--- config.mk ---
export PLATFORM = sky130hd
export DESIGN_NAME = multicycle_control
export DESIGN_NICKNAME = d
export VERILOG_FILES = /design/src/rtl/multicycle_control.sv
export SDC_FILE = /design/constraint.sdc
export NUM_CORES = 1
export LEC_CHECK = 0
export CAP_MARGIN = 20
export CORE_MARGIN = 2
export CORE_UTILIZATION = 40
export DETAILED_ROUTE_END_ITERATION = 8
export GPL_TIMING_DRIVEN = 1
export PLACE_DENSITY_LB_ADDON = 0.1
export SETUP_SLACK_MARGIN = 0.5
export SYNTH_ARGS = -nofsm -noshare
export SYNTH_HDL_FRONTEND = slang
export SYNTH_SLANG_ARGS = --single-unit
--- constraint.sdc ---
create_clock -name clk -period 2.4 [get_ports clk]
set_clock_uncertainty 0.2 [all_clocks]
set_input_delay 0.48 -clock clk [delete_from_list [all_inputs] [get_ports clk]]
set_output_delay 0.48 -clock clk [all_outputs]
set_load 0.01 [all_outputs]
--- src/rtl/multicycle_control.sv ---
// Moore control FSM for a multicycle MIPS-style datapath with memory wait states.
// Optional feature: define MC_JUMP_EN to decode opcode 000010 (j) into the JUMP state.
module multicycle_control (
    input  logic       clk,
    input  logic       rst_n,
    input  logic [5:0] opcode,
    input  logic       mem_ready,
    output logic       PCWrite,
    output logic       PCWriteCond,
    output logic       IorD,
    output logic       MemRead,
    output logic       MemWrite,
    output logic       IRWrite,
    output logic       RegWrite,
    output logic       MemtoReg,
    output logic       RegDst,
    output logic       ALUSrcA,
    output logic [1:0] ALUSrcB,
    output logic       ExtOp,
    output logic [1:0] ALUOp,
    output logic [1:0] PCSource,
    output logic [3:0] state,
    output logic       instr_done,
    output logic       illegal
);

    typedef enum logic [3:0] {
        IDLE   = 4'd0,
        FETCH  = 4'd1,
        DECODE = 4'd2,
        MEMADR = 4'd3,
        MEMRD  = 4'd4,
        MEMWB  = 4'd5,
        MEMWR  = 4'd6,
        EXEC   = 4'd7,
        RWB    = 4'd8,
        BRANCH = 4'd9,
        JUMP   = 4'd10,
        IMMEX  = 4'd11,
        IMMWB  = 4'd12
    } state_e;

    localparam logic [5:0] OP_RTYPE = 6'b000000;
    localparam logic [5:0] OP_LW    = 6'b100011;
    localparam logic [5:0] OP_SW    = 6'b101011;
    localparam logic [5:0] OP_BEQ   = 6'b000100;
    localparam logic [5:0] OP_J     = 6'b000010;
    localparam logic [5:0] OP_ADDI  = 6'b001000;
    localparam logic [5:0] OP_ORI   = 6'b001101;

    state_e state_q, state_d;

    always_ff @(posedge clk or negedge rst_n) begin
        if (!rst_n) state_q <= IDLE;
        else        state_q <= state_d;
    end

    assign state = state_q;

    always_comb begin
        state_d     = IDLE;
        PCWrite     = 1'b0;
        PCWriteCond = 1'b0;
        IorD        = 1'b0;
        MemRead     = 1'b0;
        MemWrite    = 1'b0;
        IRWrite     = 1'b0;
        RegWrite    = 1'b0;
        MemtoReg    = 1'b0;
        RegDst      = 1'b0;
        ALUSrcA     = 1'b0;
        ALUSrcB     = 2'b00;
        ExtOp       = 1'b0;
        ALUOp       = 2'b00;
        PCSource    = 2'b00;
        instr_done  = 1'b0;
        illegal     = 1'b0;
        case (state_q)
            IDLE: state_d = FETCH;
            FETCH: begin
                MemRead = 1'b1;
                ALUSrcB = 2'b01;
                IRWrite = mem_ready;
                PCWrite = mem_ready;
                state_d = mem_ready ? DECODE : FETCH;
            end
            DECODE: begin
                ALUSrcB = 2'b11;
                case (opcode)
                    OP_RTYPE:       state_d = EXEC;
                    OP_LW, OP_SW:   state_d = MEMADR;
                    OP_BEQ:         state_d = BRANCH;
`ifdef MC_JUMP_EN
                    OP_J:           state_d = JUMP;
`endif
                    OP_ADDI, OP_ORI: state_d = IMMEX;
                    default: begin
                        illegal = 1'b1;
                        state_d = FETCH;
                    end
                endcase
            end
            MEMADR: begin
                ALUSrcA = 1'b1;
                ALUSrcB = 2'b10;
                state_d = (opcode == OP_SW) ? MEMWR : MEMRD;
            end
            MEMRD: begin
                MemRead = 1'b1;
                IorD    = 1'b1;
                state_d = mem_ready ? MEMWB : MEMRD;
            end
            MEMWB: begin
                RegWrite   = 1'b1;
                MemtoReg   = 1'b1;
                instr_done = 1'b1;
                state_d    = FETCH;
            end
            MEMWR: begin
                MemWrite   = 1'b1;
                IorD       = 1'b1;
                instr_done = mem_ready;
                state_d    = mem_ready ? FETCH : MEMWR;
            end
            EXEC: begin
                ALUSrcA = 1'b1;
                ALUOp   = 2'b10;
                state_d = RWB;
            end
            RWB: begin
                RegWrite   = 1'b1;
                RegDst     = 1'b1;
                instr_done = 1'b1;
                state_d    = FETCH;
            end
            BRANCH: begin
                ALUSrcA     = 1'b1;
                ALUOp       = 2'b01;
                PCWriteCond = 1'b1;
                PCSource    = 2'b01;
                instr_done  = 1'b1;
                state_d     = FETCH;
            end
`ifdef MC_JUMP_EN
            JUMP: begin
                PCWrite    = 1'b1;
                PCSource   = 2'b10;
                instr_done = 1'b1;
                state_d    = FETCH;
            end
`else
            // Unreachable without jump support; treat like an invalid code.
            JUMP: state_d = IDLE;
`endif
            IMMEX: begin
                ALUSrcA = 1'b1;
                ALUSrcB = 2'b10;
                if (opcode == OP_ORI) begin
                    ALUOp = 2'b11;
                    ExtOp = 1'b1;
                end
                state_d = IMMWB;
            end
            IMMWB: begin
                RegWrite   = 1'b1;
                instr_done = 1'b1;
                state_d    = FETCH;
            end
            default: state_d = IDLE;
        endcase
    end

endmodule
==> results.md, run 1 <==
Outcome:
- The first error in the log reads "[ERROR DPL-0038] Utilization greater than 100%, impossible to legalize".
- The flow did not finish.
- The flow stopped in 5_1_grt.

Synthesis:
- After technology mapping, the gate count stands at 78.
- The average instance area after synthesis is 7.20 sq um.
- The number of different library cells in the post-synthesis netlist is 33.
- Yosys printed 0 warnings.
- The area of the mapped netlist is 562 sq um.
- The number of nets produced by synthesis is 87.
- The part of the Yosys area used for sequential elements is 0.178.
- The total of flip-flops plus latches after synthesis is 4.
- The number of enable-type register cells in the synthesized netlist is 0.
- The async set or reset register ratio after synthesis is 1.00.
- For this run, the leading register cell type out of synthesis is sky130_fd_sc_hd__dfrtp_1.

Floorplan:
- The overall die width is 41.5 um.
- The height of the chip is 41.5 um.
- In this run the count of I/O pins placed on the die edge is 32.
- The number of cell rows is 13.
- The starting density of the core is 0.432.

CTS:
- The CTS buffer count is 3.
- After clock tree synthesis, the flow added hold-fix buffers numbering 0.
- The total clock sinks is 4.
- In this run the clock root is driven by a sky130_fd_sc_hd__clkbuf_4.
- The deepest level of the CTS H-tree is 1.
- The buffer levels on the longest clock path is 2.

Placement:
- In this run the cell area measured after placement is 972 sq um.
- After detailed placement, the design holds a cell count of 132.
- Timing analysis after detailed placement gives a worst setup slack of -459 ps.
- The total half-perimeter wirelength after legalization and detailed placement is 1.36 mm.
- Port buffering added 30 buffers.
- The placer's final routability congestion estimate is 0.802.

Global routing:
- The pin count of the biggest net entering global routing is 9.

STA:
- The type of pin the worst path ends at is a top-level output.
- The endpoint pin with the least setup slack after global-route repair is illegal.
## cells in the mapped netlist, types with 2 or more instances
master / instances / share of area
sky130_fd_sc_hd__dfrtp_1: 4 / 0.18
sky130_fd_sc_hd__nor2b_1: 3 / 0.033
sky130_fd_sc_hd__o21ai_0: 2 / 0.018
sky130_fd_sc_hd__nor2_1: 11 / 0.073
sky130_fd_sc_hd__nand3_1: 4 / 0.036
sky130_fd_sc_hd__xnor2_1: 2 / 0.031
sky130_fd_sc_hd__nor3_1: 5 / 0.045
sky130_fd_sc_hd__o21bai_1: 2 / 0.027
sky130_fd_sc_hd__inv_1: 3 / 0.020
sky130_fd_sc_hd__buf_4: 3 / 0.040
sky130_fd_sc_hd__nor4bb_1: 2 / 0.036
sky130_fd_sc_hd__nand2_1: 7 / 0.047
sky130_fd_sc_hd__a21oi_1: 4 / 0.036
sky130_fd_sc_hd__nor4_1: 2 / 0.022
sky130_fd_sc_hd__a211oi_2: 2 / 0.045
sky130_fd_sc_hd__buf_2: 3 / 0.027
sky130_fd_sc_hd__nand2b_1: 3 / 0.033
## kinds of logic after synthesis
logic type / after synthesis / share of synthesized area
compound gates: 19 / 0.272
xor+xnor: 2 / 0.0312
buf+inv: 10 / 0.107
flops: 4 / 0.178
mux: 1 / 0.0178
other cells: 1 / 0.00668
simple gates: 41 / 0.388
## timing repair
item / 4_1_cts
pin swaps: 13
setup endpoints to repair: 22
setup buffers: 21
gates resized for setup: 164
## stage by stage
step / setup TNS (ps) / hold slack (ps)
2_1_floorplan: 0 / -15.6
3_3_place_gp: -2050 / 491
3_5_place_dp: -2230 / 505
4_1_cts: 0 / 253
==> run 2, diff against run 1 <==
--- a/config.mk
+++ b/config.mk
@@ -6,12 +6,11 @@
 export NUM_CORES = 1
 export LEC_CHECK = 0
 export CAP_MARGIN = 20
-export CORE_MARGIN = 2
-export CORE_UTILIZATION = 40
+export CORE_AREA = 2 2 63 65
 export DETAILED_ROUTE_END_ITERATION = 8
+export DIE_AREA = 0 0 65 67
 export GPL_TIMING_DRIVEN = 1
-export PLACE_DENSITY_LB_ADDON = 0.1
-export SETUP_SLACK_MARGIN = 0.5
+export PLACE_DENSITY_LB_ADDON = 0.15
 export SYNTH_ARGS = -nofsm -noshare
 export SYNTH_HDL_FRONTEND = slang
 export SYNTH_SLANG_ARGS = --single-unit
==> run 2 against run 1 <==
The run now ends clean. Area after synthesis did not move. Synthesized cell count did not move.
==> results.md, run 2 <==
Outcome:
- Result of the run: finished clean (was stopped before the end).

Global routing:
- The via count of the first global-routing pass is 754.
- The global-route wire length before repair is 3.33 mm.
- The number of antenna violations at the first check in global routing is 0.
- Entering global routing, the biggest net connects 13 pins.
- The global-route usage over all layers is 0.0982.
- The total overflow left after global routing is 0.

Placement:
- The number of buffer cells added on primary ports was 30 (unchanged).
- The total half-perimeter wirelength after legalization and detailed placement is 1.67 mm (was 1.36 mm).
- The placer's final routability congestion estimate was 0.716 (was 0.802).
- The total placed cells including tap cells is 171 (was 132).
- The standard cell area after detailed placement is 1040 sq um (was 972 sq um).

Synthesis:
- The most frequent cell after synthesis is sky130_fd_sc_hd__nor2_1 (unchanged).
- The area of the mapped netlist is 562 sq um (unchanged).
- Top post-synthesis cells by count: sky130_fd_sc_hd__nor2_1 (11), sky130_fd_sc_hd__nand2_1 (7), sky130_fd_sc_hd__nor3_1 (5) (unchanged).
- The gate count after technology mapping is 78 (unchanged).
- Biggest area contributors in the synthesized netlist: sky130_fd_sc_hd__dfrtp_1 (18%), sky130_fd_sc_hd__nor2_1 (7.3%), sky130_fd_sc_hd__nand2_1 (4.7%) (unchanged).
- The number of different library cells in the post-synthesis netlist is 33 (unchanged).
- The most common flop cell mapped by yosys was sky130_fd_sc_hd__dfrtp_1 (unchanged).
- The average instance area after synthesis is 7.20 sq um (unchanged).
- The Yosys warning count is 0 (unchanged).
- The area share of the leading cell type in the synthesized netlist is 0.178 (unchanged).
- The number of nets produced by synthesis came to 87 (unchanged).
- The total of flip-flops plus latches after synthesis is 4 (unchanged).
- The async set or reset register ratio after synthesis is 1.00 (unchanged).
- The part of the Yosys area used for sequential elements is 0.178 (unchanged).
- The number of enable-type register cells in the synthesized netlist is 0 (unchanged).
- The cell type with the largest total area after synthesis was sky130_fd_sc_hd__dfrtp_1 (unchanged).

CTS:
- The buffer levels on the longest clock path is 2 (unchanged).
- The number of hold buffers added after CTS is 0 (unchanged).
- The post-CTS clock slew at the launch and capture registers of the worst setup and hold paths is 30 ps.
- The total clock sinks is 4 (unchanged).
- The CTS buffer count was 3 (unchanged).
- The clock root buffer is sky130_fd_sc_hd__clkbuf_8 (was sky130_fd_sc_hd__clkbuf_4).
- The clock latency of the later-clocked register in the worst-skew pair is 220 ps.
- TritonCTS built the clock tree.
- The deepest level of the CTS H-tree is 1 (unchanged).

STA:
- Setup repair after global routing could not meet its margin everywhere.
- The number of max-slew violations in the final report was 0.
- The number of failing hold endpoints at the final stage is 0.
- The final-report setup violation count is 0.
- Of the available clock period, the critical path in the final layout requires 0.974.
- For this run, the top clock speed supported by timing is 428 MHz.
- The final-layout setup total negative slack is 0 ps.
- Final hold analysis gives a worst-case slack of 269 ps.
- For the finished layout, the period the worst path requires is 2340 ps.

Routing:
- The wire length on met1 is 986 um.
- The count of routing violations after the opening detailed-route iteration is 16.
- Wire segments on met2 add up to 1.05 mm in the final route.
- The final layout contains routed wiring with a total length of 2.11 mm.
- The residual antenna-violating net count after detailed routing is 0.
- Dividing the detail-routed wire length by the instance count gives 11.9 um.
- The number of vias in the routed layout is 752.
- For this run, design rule violations remaining after detail routing come to 0.
- The highest metal layer with signal wires is met3.
- The pre-antenna-repair detailed-routing pass consisted of 4 iterations.
- The detail-routed via count per cell is 4.22.
- Summed over all nets, wire length on met3 after detailed routing comes to 79 um.

Floorplan:
- The area of the core is 3610 sq um.
- The number of ports placed on the die boundary is 32 (unchanged).
- The starting density of the core came to 0.156 (was 0.432).
- The number of cell rows was 22 (was 13).
- The overall die width is 65 um (was 41.5 um).
- The area of the die is 4360 sq um.
- The height of the chip was 67 um (was 41.5 um).

Pwr:
- The cell-internal power is 0.586 mW.
- The total power divided by cell area is 869 nW/um^2.
- Of the total power, the clock network draws 0.139.
- The worst-case IR drop observed on VDD is 0.257 mV.
- The switching share of power is 0.415.
- The fraction of power consumed by sequential logic is 0.139.
- Summed over all nets, the switching power comes to 0.416 mW.
- The leakage power is 0.589 nW.
- Of the total power, combinational logic draws 0.722.

Layout:
- The number of nets in the layout is 141.
- The fraction of final layout cells with drive strength greater than 1 is 0.377.
- The library cells used most frequently in the layout, excluding fill and tap cells, are sky130_fd_sc_hd__buf_4 (26), sky130_fd_sc_hd__nor2_1 (11), sky130_fd_sc_hd__clkdlybuf4s50_1 (10), sky130_fd_sc_hd__dlygate4sd2_1 (8).
- The most common library cell in the layout ignoring fill and taps is sky130_fd_sc_hd__buf_4.
- The repair_antennas step left the layout with diodes totalling 0.
- The post-layout utilization of the core is 0.320.
- Once layout is done, the placed cells without fillers occupy 1150 sq um.
- The area growth from synthesis to layout is 105%.
- Counting the fill cells in the layout gives 398.
- The number of non-filler instances in the completed layout is 178.
- The register with the most flip-flops in the layout has 4 of them.

Critical path:
- The launching element type of the critical path is a flip-flop.
- The endpoint arrival time on the critical path is 1660 ps.
- The maximum fanout along the worst path is 11.
- The required time of the worst setup path is 1720 ps.
- The critical path start-end classification is reg -> out.
- STA classifies the critical path endpoint as an output port.

Job:
- The number of maximum-capacitance violations is 0.

Min path:
- The path class of the tightest hold or removal check is in -> async.
[run 2: cell counts after synthesis]
No cell type changed its count.
[run 2: logic make-up (layout without fill, tap and decap cells)]
| logic type | Yosys count | in the layout | synth area share |
|---|---|---|---|
| AO/OA/AOI/OAI | 19 | 19 | 0.272 |
| other | 1 | 1 | 0.00668 |
| AND/OR/NAND/NOR | 41 | 41 | 0.388 |
| flip-flops | 4 | 4 | 0.178 |
| XOR/XNOR | 2 | 2 | 0.0312 |
| multiplexers | 1 | 1 | 0.0178 |
| buffers and inverters | 10 | 62 | 0.107 |
[run 2: area by class of cell]
type	count	area, sq um	share of cell area
inverter	3	11.3	0.00976
tap	48	60.1	0.0521
multi-input combinational	64	453	0.393
sequential	4	104	0.0900
clock buffer	3	41.3	0.0358
timing repair buffer	56	484	0.420
[run 2: worst paths after layout]
check                      depth (start not counted)  slack (ps)      from        to
min                                                1         270     rst_n  state[2]
max                                                4          60  state[3]  MemtoReg
min reg2reg                                        3         510  state[1]  state[0]
max in group asynchronous                          1        1540     rst_n  state[3]
min in group clk                                   3         510  state[1]  state[0]
max reg2reg                                        4         870  state[3]  state[0]
[run 2: critical path: stages (launching register included)]
cell and delay (ps):
sky130_fd_sc_hd__dfrtp_2 470, sky130_fd_sc_hd__nand2b_1 190, sky130_fd_sc_hd__buf_4 160, sky130_fd_sc_hd__nor2_1 80, sky130_fd_sc_hd__clkdlybuf4s50_1 540
[run 2: through the flow]
stage / power, mW / setup slack [ps]
after detailed placement: 0.862 / -477
after global routing: 1.09 / -22.7
after CTS: 1.01 / 6.61
after global placement: 0.863 / -447
final: 1.00 / 62.3
after floorplan: 0.474 / 268
[run 2: power groups by stage]
stage	Combinational [mW]	Sequential, mW	Clock [mW]
after CTS	0.728	0.139	0.146
after floorplan	0.341	0.132	0
after global routing	0.793	0.145	0.151
after global placement	0.713	0.150	0
after detailed placement	0.714	0.149	0
final	0.723	0.140	0.139
[run 2: repair_timing]
item,4_1_cts,5_1_grt
endpoints found under the setup margin,16,13
gates resized for setup,32,14
buffers inserted,2,2
pin swaps,3,2
[run 2: metal layers]
layer | GRT usage | vias to the layer above
met2 | 0.171 | 23
met4 | 0.0319 | 0
met3 | 0.0169 | 0
met1 | 0.122 | 347
met5 | 0 | -
li1 | - | 382
No activity file was read; power rests on OpenSTA's default activity.
